## src/rtl/mccu_pkg.sv

```systemverilog
// Shared encodings for the multicycle MIPS control unit: state codes, datapath
// select values, opcode/function constants and the decoded-instruction flags.
package mccu_pkg;

  typedef enum logic [2:0] {
    ST_IF  = 3'b000,
    ST_ID  = 3'b001,
    ST_EXE = 3'b010,
    ST_MEM = 3'b011,
    ST_WB  = 3'b100
  } state_t;

  localparam logic [3:0] ALUC_ADD = 4'b0000;
  localparam logic [3:0] ALUC_SUB = 4'b0100;
  localparam logic [3:0] ALUC_AND = 4'b0001;
  localparam logic [3:0] ALUC_OR  = 4'b0101;
  localparam logic [3:0] ALUC_XOR = 4'b0010;
  localparam logic [3:0] ALUC_LUI = 4'b0110;
  localparam logic [3:0] ALUC_SLL = 4'b0011;
  localparam logic [3:0] ALUC_SRL = 4'b0111;
  localparam logic [3:0] ALUC_SRA = 4'b1111;

  localparam logic [1:0] SRCB_REG  = 2'b00;
  localparam logic [1:0] SRCB_FOUR = 2'b01;
  localparam logic [1:0] SRCB_IMM  = 2'b10;
  localparam logic [1:0] SRCB_BR   = 2'b11;

  localparam logic [1:0] PC_ALU  = 2'b00;
  localparam logic [1:0] PC_TGT  = 2'b01;
  localparam logic [1:0] PC_REGA = 2'b10;
  localparam logic [1:0] PC_JUMP = 2'b11;

  localparam logic [5:0] OP_RTYPE = 6'b000000;
  localparam logic [5:0] OP_J     = 6'b000010;
  localparam logic [5:0] OP_JAL   = 6'b000011;
  localparam logic [5:0] OP_BEQ   = 6'b000100;
  localparam logic [5:0] OP_BNE   = 6'b000101;
  localparam logic [5:0] OP_ADDI  = 6'b001000;
  localparam logic [5:0] OP_ANDI  = 6'b001100;
  localparam logic [5:0] OP_ORI   = 6'b001101;
  localparam logic [5:0] OP_XORI  = 6'b001110;
  localparam logic [5:0] OP_LUI   = 6'b001111;
  localparam logic [5:0] OP_LW    = 6'b100011;
  localparam logic [5:0] OP_SW    = 6'b101011;

  localparam logic [5:0] FN_ADD = 6'b100000;
  localparam logic [5:0] FN_SUB = 6'b100010;
  localparam logic [5:0] FN_AND = 6'b100100;
  localparam logic [5:0] FN_OR  = 6'b100101;
  localparam logic [5:0] FN_XOR = 6'b100110;
  localparam logic [5:0] FN_SLL = 6'b000000;
  localparam logic [5:0] FN_SRL = 6'b000010;
  localparam logic [5:0] FN_SRA = 6'b000011;
  localparam logic [5:0] FN_JR  = 6'b001000;

  typedef struct packed {
    logic i_add;
    logic i_sub;
    logic i_and;
    logic i_or;
    logic i_xor;
    logic i_sll;
    logic i_srl;
    logic i_sra;
    logic i_jr;
    logic i_addi;
    logic i_andi;
    logic i_ori;
    logic i_xori;
    logic i_lw;
    logic i_sw;
    logic i_beq;
    logic i_bne;
    logic i_lui;
    logic i_j;
    logic i_jal;
  } instr_t;

  function automatic logic is_shift(instr_t d);
    return d.i_sll | d.i_srl | d.i_sra;
  endfunction

  function automatic logic is_itype_alu(instr_t d);
    return d.i_addi | d.i_andi | d.i_ori | d.i_xori | d.i_lui;
  endfunction

endpackage

```

## src/rtl/mccu_decode.sv

```systemverilog
// Combinational op/func decode into one-hot instruction flags; anything that
// matches no supported instruction is reported as illegal.
module mccu_decode
  import mccu_pkg::*;
(
  input  logic [5:0] op,
  input  logic [5:0] func,
  output instr_t     dec,
  output logic       rtype,
  output logic       ill
);

  always_comb begin
    dec = '0;
    case (op)
      OP_RTYPE: begin
        case (func)
          FN_ADD:  dec.i_add = 1'b1;
          FN_SUB:  dec.i_sub = 1'b1;
          FN_AND:  dec.i_and = 1'b1;
          FN_OR:   dec.i_or  = 1'b1;
          FN_XOR:  dec.i_xor = 1'b1;
          FN_SLL:  dec.i_sll = 1'b1;
          FN_SRL:  dec.i_srl = 1'b1;
          FN_SRA:  dec.i_sra = 1'b1;
          FN_JR:   dec.i_jr  = 1'b1;
          default: ;
        endcase
      end
      OP_J:    dec.i_j    = 1'b1;
      OP_JAL:  dec.i_jal  = 1'b1;
      OP_BEQ:  dec.i_beq  = 1'b1;
      OP_BNE:  dec.i_bne  = 1'b1;
      OP_ADDI: dec.i_addi = 1'b1;
      OP_ANDI: dec.i_andi = 1'b1;
      OP_ORI:  dec.i_ori  = 1'b1;
      OP_XORI: dec.i_xori = 1'b1;
      OP_LUI:  dec.i_lui  = 1'b1;
      OP_LW:   dec.i_lw   = 1'b1;
      OP_SW:   dec.i_sw   = 1'b1;
      default: ;
    endcase
  end

  assign rtype = (op == OP_RTYPE);
  assign ill   = ~(|dec);

endmodule

```

## src/rtl/mccu_fsm.sv

```systemverilog
// Multicycle control unit: a single state register sequences IF/ID/EXE/MEM/WB;
// every datapath control is decoded combinationally from state and the IR.
module mccu_fsm
  import mccu_pkg::*;
(
  input  logic       clk,
  input  logic       clrn,
  input  logic [5:0] op,
  input  logic [5:0] func,
  input  logic       z,
  input  logic       mem_rdy,
  output logic       wpc,
  output logic       wir,
  output logic       wmem,
  output logic       wreg,
  output logic       iord,
  output logic       regrt,
  output logic       m2reg,
  output logic       jal,
  output logic       shift,
  output logic       sext,
  output logic       alusrca,
  output logic [1:0] alusrcb,
  output logic [3:0] aluc,
  output logic [1:0] pcsrc,
  output logic       ill,
  output logic [2:0] state
);

  state_t state_q;
  state_t state_next;
  instr_t dec;
  logic   rtype;
  logic   dec_ill;
  logic   is_jump;
  logic   is_branch;
  logic   wpc_raw, wir_raw, wmem_raw, wreg_raw, ill_raw, jal_raw;

  mccu_decode u_decode (
    .op    (op),
    .func  (func),
    .dec   (dec),
    .rtype (rtype),
    .ill   (dec_ill)
  );

  assign is_jump   = dec.i_j | dec.i_jal | dec.i_jr;
  assign is_branch = dec.i_beq | dec.i_bne;

  always_ff @(posedge clk or negedge clrn) begin
    if (!clrn) state_q <= ST_IF;
    else       state_q <= state_next;
  end

  always_comb begin
    state_next = ST_IF;
    wpc_raw    = 1'b0;
    wir_raw    = 1'b0;
    wmem_raw   = 1'b0;
    wreg_raw   = 1'b0;
    ill_raw    = 1'b0;
    jal_raw    = 1'b0;
    iord       = 1'b0;
    regrt      = 1'b0;
    m2reg      = 1'b0;
    shift      = 1'b0;
    sext       = 1'b0;
    alusrca    = 1'b0;
    alusrcb    = SRCB_REG;
    aluc       = ALUC_ADD;
    pcsrc      = PC_ALU;
    case (state_q)
      ST_IF: begin
        alusrcb    = SRCB_FOUR;
        wir_raw    = mem_rdy;
        wpc_raw    = mem_rdy;
        state_next = mem_rdy ? ST_ID : ST_IF;
      end
      ST_ID: begin
        // The ALU computes PC+4 + (imm<<2) here so a branch target is ready for EXE.
        alusrcb = SRCB_BR;
        if (dec.i_j | dec.i_jal) begin
          wpc_raw = 1'b1;
          pcsrc   = PC_JUMP;
        end
        if (dec.i_jal) begin
          wreg_raw = 1'b1;
          jal_raw  = 1'b1;
        end
        if (dec.i_jr) begin
          wpc_raw = 1'b1;
          pcsrc   = PC_REGA;
        end
        ill_raw    = dec_ill;
        state_next = (is_jump | dec_ill) ? ST_IF : ST_EXE;
      end
      ST_EXE: begin
        alusrca = 1'b1;
        shift   = is_shift(dec);
        alusrcb = (rtype | is_branch) ? SRCB_REG : SRCB_IMM;
        sext    = dec.i_addi | dec.i_lw | dec.i_sw | is_branch;
        if (dec.i_add | dec.i_addi | dec.i_lw | dec.i_sw) aluc = ALUC_ADD;
        else if (dec.i_sub | is_branch)                   aluc = ALUC_SUB;
        else if (dec.i_and | dec.i_andi)                  aluc = ALUC_AND;
        else if (dec.i_or | dec.i_ori)                    aluc = ALUC_OR;
        else if (dec.i_xor | dec.i_xori)                  aluc = ALUC_XOR;
        else if (dec.i_lui)                               aluc = ALUC_LUI;
        else if (dec.i_sll)                               aluc = ALUC_SLL;
        else if (dec.i_srl)                               aluc = ALUC_SRL;
        else if (dec.i_sra)                               aluc = ALUC_SRA;
        if ((dec.i_beq & z) | (dec.i_bne & ~z)) begin
          wpc_raw = 1'b1;
          pcsrc   = PC_TGT;
        end
        if (is_branch)                state_next = ST_IF;
        else if (dec.i_lw | dec.i_sw) state_next = ST_MEM;
        else                          state_next = ST_WB;
      end
      ST_MEM: begin
        iord = 1'b1;
        if (dec.i_sw) begin
          wmem_raw   = 1'b1;
          state_next = mem_rdy ? ST_IF : ST_MEM;
        end else if (dec.i_lw) begin
          state_next = mem_rdy ? ST_WB : ST_MEM;
        end
      end
      ST_WB: begin
        wreg_raw = 1'b1;
        regrt    = is_itype_alu(dec) | dec.i_lw;
        m2reg    = dec.i_lw;
      end
      default: state_next = ST_IF;
    endcase
  end

  // Reset must kill every write enable at once, including a held sw write.
  assign wpc   = wpc_raw  & clrn;
  assign wir   = wir_raw  & clrn;
  assign wmem  = wmem_raw & clrn;
  assign wreg  = wreg_raw & clrn;
  assign ill   = ill_raw  & clrn;
  assign jal   = jal_raw  & clrn;
  assign state = state_q;

endmodule

```

## config.mk

```make
export PLATFORM = sky130hd
export DESIGN_NAME = mccu_fsm
export DESIGN_NICKNAME = d
export VERILOG_FILES = /design/src/rtl/mccu_pkg.sv /design/src/rtl/mccu_decode.sv /design/src/rtl/mccu_fsm.sv
export SDC_FILE = /design/constraint.sdc
export NUM_CORES = 1
export LEC_CHECK = 0
export ABC_AREA = 1
export BUFFER_PORTS_ARGS = -buffer_cell sky130_fd_sc_hd__buf_2
export CAP_MARGIN = 25
export CORE_UTILIZATION = 44
export CTS_CLUSTER_SIZE = 40
export DETAILED_ROUTE_END_ITERATION = 8
export PLACE_DENSITY = 0.79
export REMOVE_ABC_BUFFERS = 1
export SYNTH_ARGS = -nofsm -noshare
export SYNTH_HDL_FRONTEND = slang
export SYNTH_SLANG_ARGS = --single-unit
```

## constraint.sdc

```tcl
create_clock -name clk -period 1.6 [get_ports clk]
set_input_delay 0.08 -clock clk [delete_from_list [all_inputs] [get_ports clk]]
set_output_delay 0.08 -clock clk [all_outputs]
set_load 0.02 [all_outputs]
```

# After elaboration in Yosys (flattened, before gate mapping)
# Index checks and enable logic that the tools add are counted.
# classes
bitwise	34
reduce_logical	4
eq_ne	23
muxes	63
# ops
operator	n
$eq 6x6->1 const B	7
$mux 4	10
$mux 1	37
$eq 6x4->1 const B	6
$eq 6x2->1 const B	4
$or 1x1->1	24
$reduce_or 20->1	1
$mux 3	5
$eq 6x3->1 const B	2
$logic_not 6->1	2
$pmux 3 s4	1
$mux 2	5
$mux 9	1
$and 1x1->1	8
$eq 3x2->1 const B	2
$pmux 2 s3	1
$pmux 2 s2	1
$eq 3x1->1 const B	1
$eq 3x3->1 const B	1
$logic_not 3->1	1
$pmux 1 s3	1
$not 1->1	2
$pmux 1 s2	1
# totals
output_inout_bits	23
in_bits	16
register_bits	3
wordCells	125

# Depth between registers and ports, before layout
# logic_depth
word_depth	13
mapped_depth	11
ltp_nobuf	11

# Modules after synthesis
# Synthesis repeated with hierarchy kept, for this count alone.
# unflattened
hier_cells	191
area_unflattened_um2	944.7
# by_module_without_submodules
mod	instances	area_each_um2	cells_each	seq_area_each_um2
mccu_decode	1	478.0	106	0.0
mccu_fsm	1	466.7	85	75.1

# Worst setup path after synthesis
# No wires, ideal clock.
# synth_timing
path_type	register to output
from	register state_q[0] (netlist: state[0])
to	output port alusrcb[1]
arrival_time_ps	1445
path_buffers	0
required_ps	1520
stages_incl_launch_ff	6
slack_ps	75
cell_sequence	dfrtp_1 > clkinv_1 > nand3_1 > inv_2 > nand2_1 > o21ai_0
# synth_via
elab_chain_len	2
elab_cells_between_ends	4
classes_between	eq/ne: 2; mux: 1; reduce/logical: 1
# synth_rtl
item	line_no	source
start, declared	mccu_fsm.sv:30	state_t state_q;
start signal, assigned	mccu_fsm.sv:52	else state_q <= state_next;
$eq 3x2->1, or another cell as far along	mccu_fsm.sv:72	case (state_q)
$pmux 2 s3 *	mccu_fsm.sv:72	
end, declared	mccu_fsm.sv:23	output logic [1:0] alusrcb,
# Every way passes the cells marked *; elsewhere a longest branch is shown, timed or not.

# Worst setup path in the final report
# layout_timing
from	register state_q[2] (netlist: state[2])
to	output port wpc
# layout_via
elab_chain_len	3
elab_cells_between_ends	5
classes_between	eq/ne: 2; mux: 1; bitwise: 1; reduce/logical: 1
# layout_rtl
item	line_no	source
$eq 3x2->1, or another cell as far along	mccu_fsm.sv:72	
$pmux 1 s3 *	mccu_fsm.sv:72	
$and 1x1->1 *	mccu_fsm.sv:138	assign wpc = wpc_raw & clrn;
end, declared	mccu_fsm.sv:12	output logic wpc,
# Marks and branches as above.

==> metrics.yaml <==
outcome: "finished clean"
clock_path_buffers: 2
avgSynthCellArea_sq_um: 5.148
vias: 1081
tightest_slew_ps: 339.2
yosysWarnings: 0
final.setup.tns_ps: 0
multiInputGateArea_sq_um: 550.5
final_hold_viol_count: 0
diodes: 0
finalSetupViolCount: 0
seqCellArea_sq_um: 76.32
fin_skew_ps: 0.5224
rsz0062_at_grt: "true"
dp_hpwl_microns: 1849
drtPass1Iterations: 4
htreeDepth: 1
crit_buf_inv: 3
die_h_microns: 42.47
fp.dieW_microns: 42.47
dieArea_sq_mm: 0.001804
synth_top_area_frac: 0.1771
period_minus_slack_ps: 1589
slew_headroom: 0.7721
largest_reg_flops: 3
place.gp.congestion: 0.8988
cp_top_family: "flip-flops"
grt_pass1_vias: 918
antenna_found_initial: 0
synth.distinct_cells: 27
wirelength_microns: 2334
crit_top_cell: "a21oi_2"
postLayoutCoreUtil: 0.6839
max_freq_ghz: 0.6291
layout_common_cells: "buf_2, nor2_1, inv_1"
fin_nets: 205
layout_commonest_cell: "buf_2"
drc_errors: 0
start_kind: "flop"
crit_fanout: 6
worstSetupPathType: "reg2out"
power_density_mw_per_mm2: 425.8
cts_tree: "yes"
grt_overflow: 0
vdd_drop_max_mv: 0.1867
period_share: 0.9934
yosysSeqAreaShare: 0.1042
drive_gt1_frac: 0.3457
synth.area.top_cells: "nor2_1, inv_1, nand3_1, nand2_1, dfrtp_1"
cts_buffers: 3
n_fill_cell: 137
hp-class: "in2reg"
grt_first_pass_wirelength_microns: 3643
row_count: 14
cp-end-kind: "output pin"
drv_slew: 0
clk_latency_ps: 250
start_util: 0.4729
syn_to_final_growth_pct: 44.62
slowest_delay_ps: 440
grt_usage: 0.2615
syn_inst: 140
critPathRequiredTime_ps: 1520
core_sq_mm: 0.001524
path_cells: "inv_1, nand3_2, inv_2, nand3_1, a21oi_2, nor2_1, a21oi_2, buf_6"
worstPathArrival_ps: 1510
yosysTopAreaCell: "nor2_1"
syn_area_sq_um: 720.7
drtAntennaViolNets: 0
wl_per_cell_microns: 11.44
num_io_pins: 39
cts.sinks: 3
drt-initial-drc-count: 54
drv_cap: 0
p_leak_nw: 0.6520
io_buffers: 38
vias_per_cell: 5.299
ys_seq_elements: 3
grt_start_max_net_pins: 11
slowest_stage: "dfrtp_2"
root_buffer: "clkbuf_4"
path_clk_slew_ps: 40
-- power by group --
group          leakage, nW  internal [mW]  switching [mW]
Clock               0.0150         0.0941          0.0500
Sequential          0.0386         0.0813         0.00673
Combinational        0.598         0.0760           0.136
Total                0.652          0.251           0.192
-- cell type report --
type                    count  share of cell area
flip-flops and latches      3             0.07323
clock buffers               4             0.02521
well taps                  16             0.01921
inverters                  30              0.1080
repair buffers             44              0.2461
multi-input cells         107              0.5282
-- synth_stat cells, drive strengths merged --
cell / instances
o22ai: 1
o2111ai: 1
nand2: 25
o32ai: 1
inv: 29
a21oi: 2
dfrtp: 3
nor2: 38
o21ai: 5
or2: 1
nand4: 2
a31oi: 3
and3: 1
o21bai: 1
nand3: 20
clkinv: 1
nor3: 6
-- what timing repair did --
item	CTS	global route
setup endpoints to repair	4	8
hold buffers	1	0
gates resized for setup	3	10
hold endpoints to repair	3	0
setup buffers	1	3
pin swaps	0	1
-- worst register-to-register path, delay by kind of cell (launching register included) --
family	cells	cell delay, ps
flip-flops	1	440
AND/OR/NAND/NOR	3	430
buffers and inverters	2	230
AO/OA/AOI/OAI	1	170
-- metrics by stage --
stage / instances / total power, mW / area, sq um / hold slack (ps) / setup WS [ps]
after floorplan: 140 / 0.1999 / 720.7 / -215.6 / 74.67
after global placement: 195 / 0.2679 / 938.4 / -97.14 / 127.6
after detailed placement: 195 / 0.2718 / 938.4 / -98.14 / 115.5
after CTS: 201 / 0.4202 / 989.7 / 160.3 / -7.443
after global routing: 204 / 0.4654 / 1042 / 170.4 / -34.21
final: 204 / 0.4438 / 1042 / 161.8 / 10.53
-- layer usage --
layer / vias to the layer above / wire [microns] / global-route usage / part of all wire
li1: 547 / - / - / -
met1: 470 / 927 / 0.2909 / 0.40
met2: 54 / 1203 / 0.4769 / 0.52
met3: 10 / 147 / 0.02586 / 0.063
met4: 0 / 56 / 0.1438 / 0.024
met5: - / 0 / 0 / 0
-- logic make-up after synthesis --
kind of cell,Yosys count,share of synthesized area
compound gates,14,0.1285
buf+inv,30,0.1563
flops,3,0.1042
simple gates,93,0.6111
-- worst paths after layout --
| kind | startpoint | to | slack [ps] | cells past startpoint |
|---|---|---|---|---|
| setup reg to reg | state[2] | state[0] | 260 | 6 |
| min in group asynchronous | clrn | state[2] | 180 | 2 |
| hold reg to reg | state[0] | state[0] | 760 | 5 |
| max in group asynchronous | clrn | state[2] | 1270 | 2 |
| setup / recovery | state[2] | wpc | 10 | 8 |
| hold / removal | mem_rdy | state[2] | 160 | 3 |
Note: power is estimated with default switching activity, not from simulation.
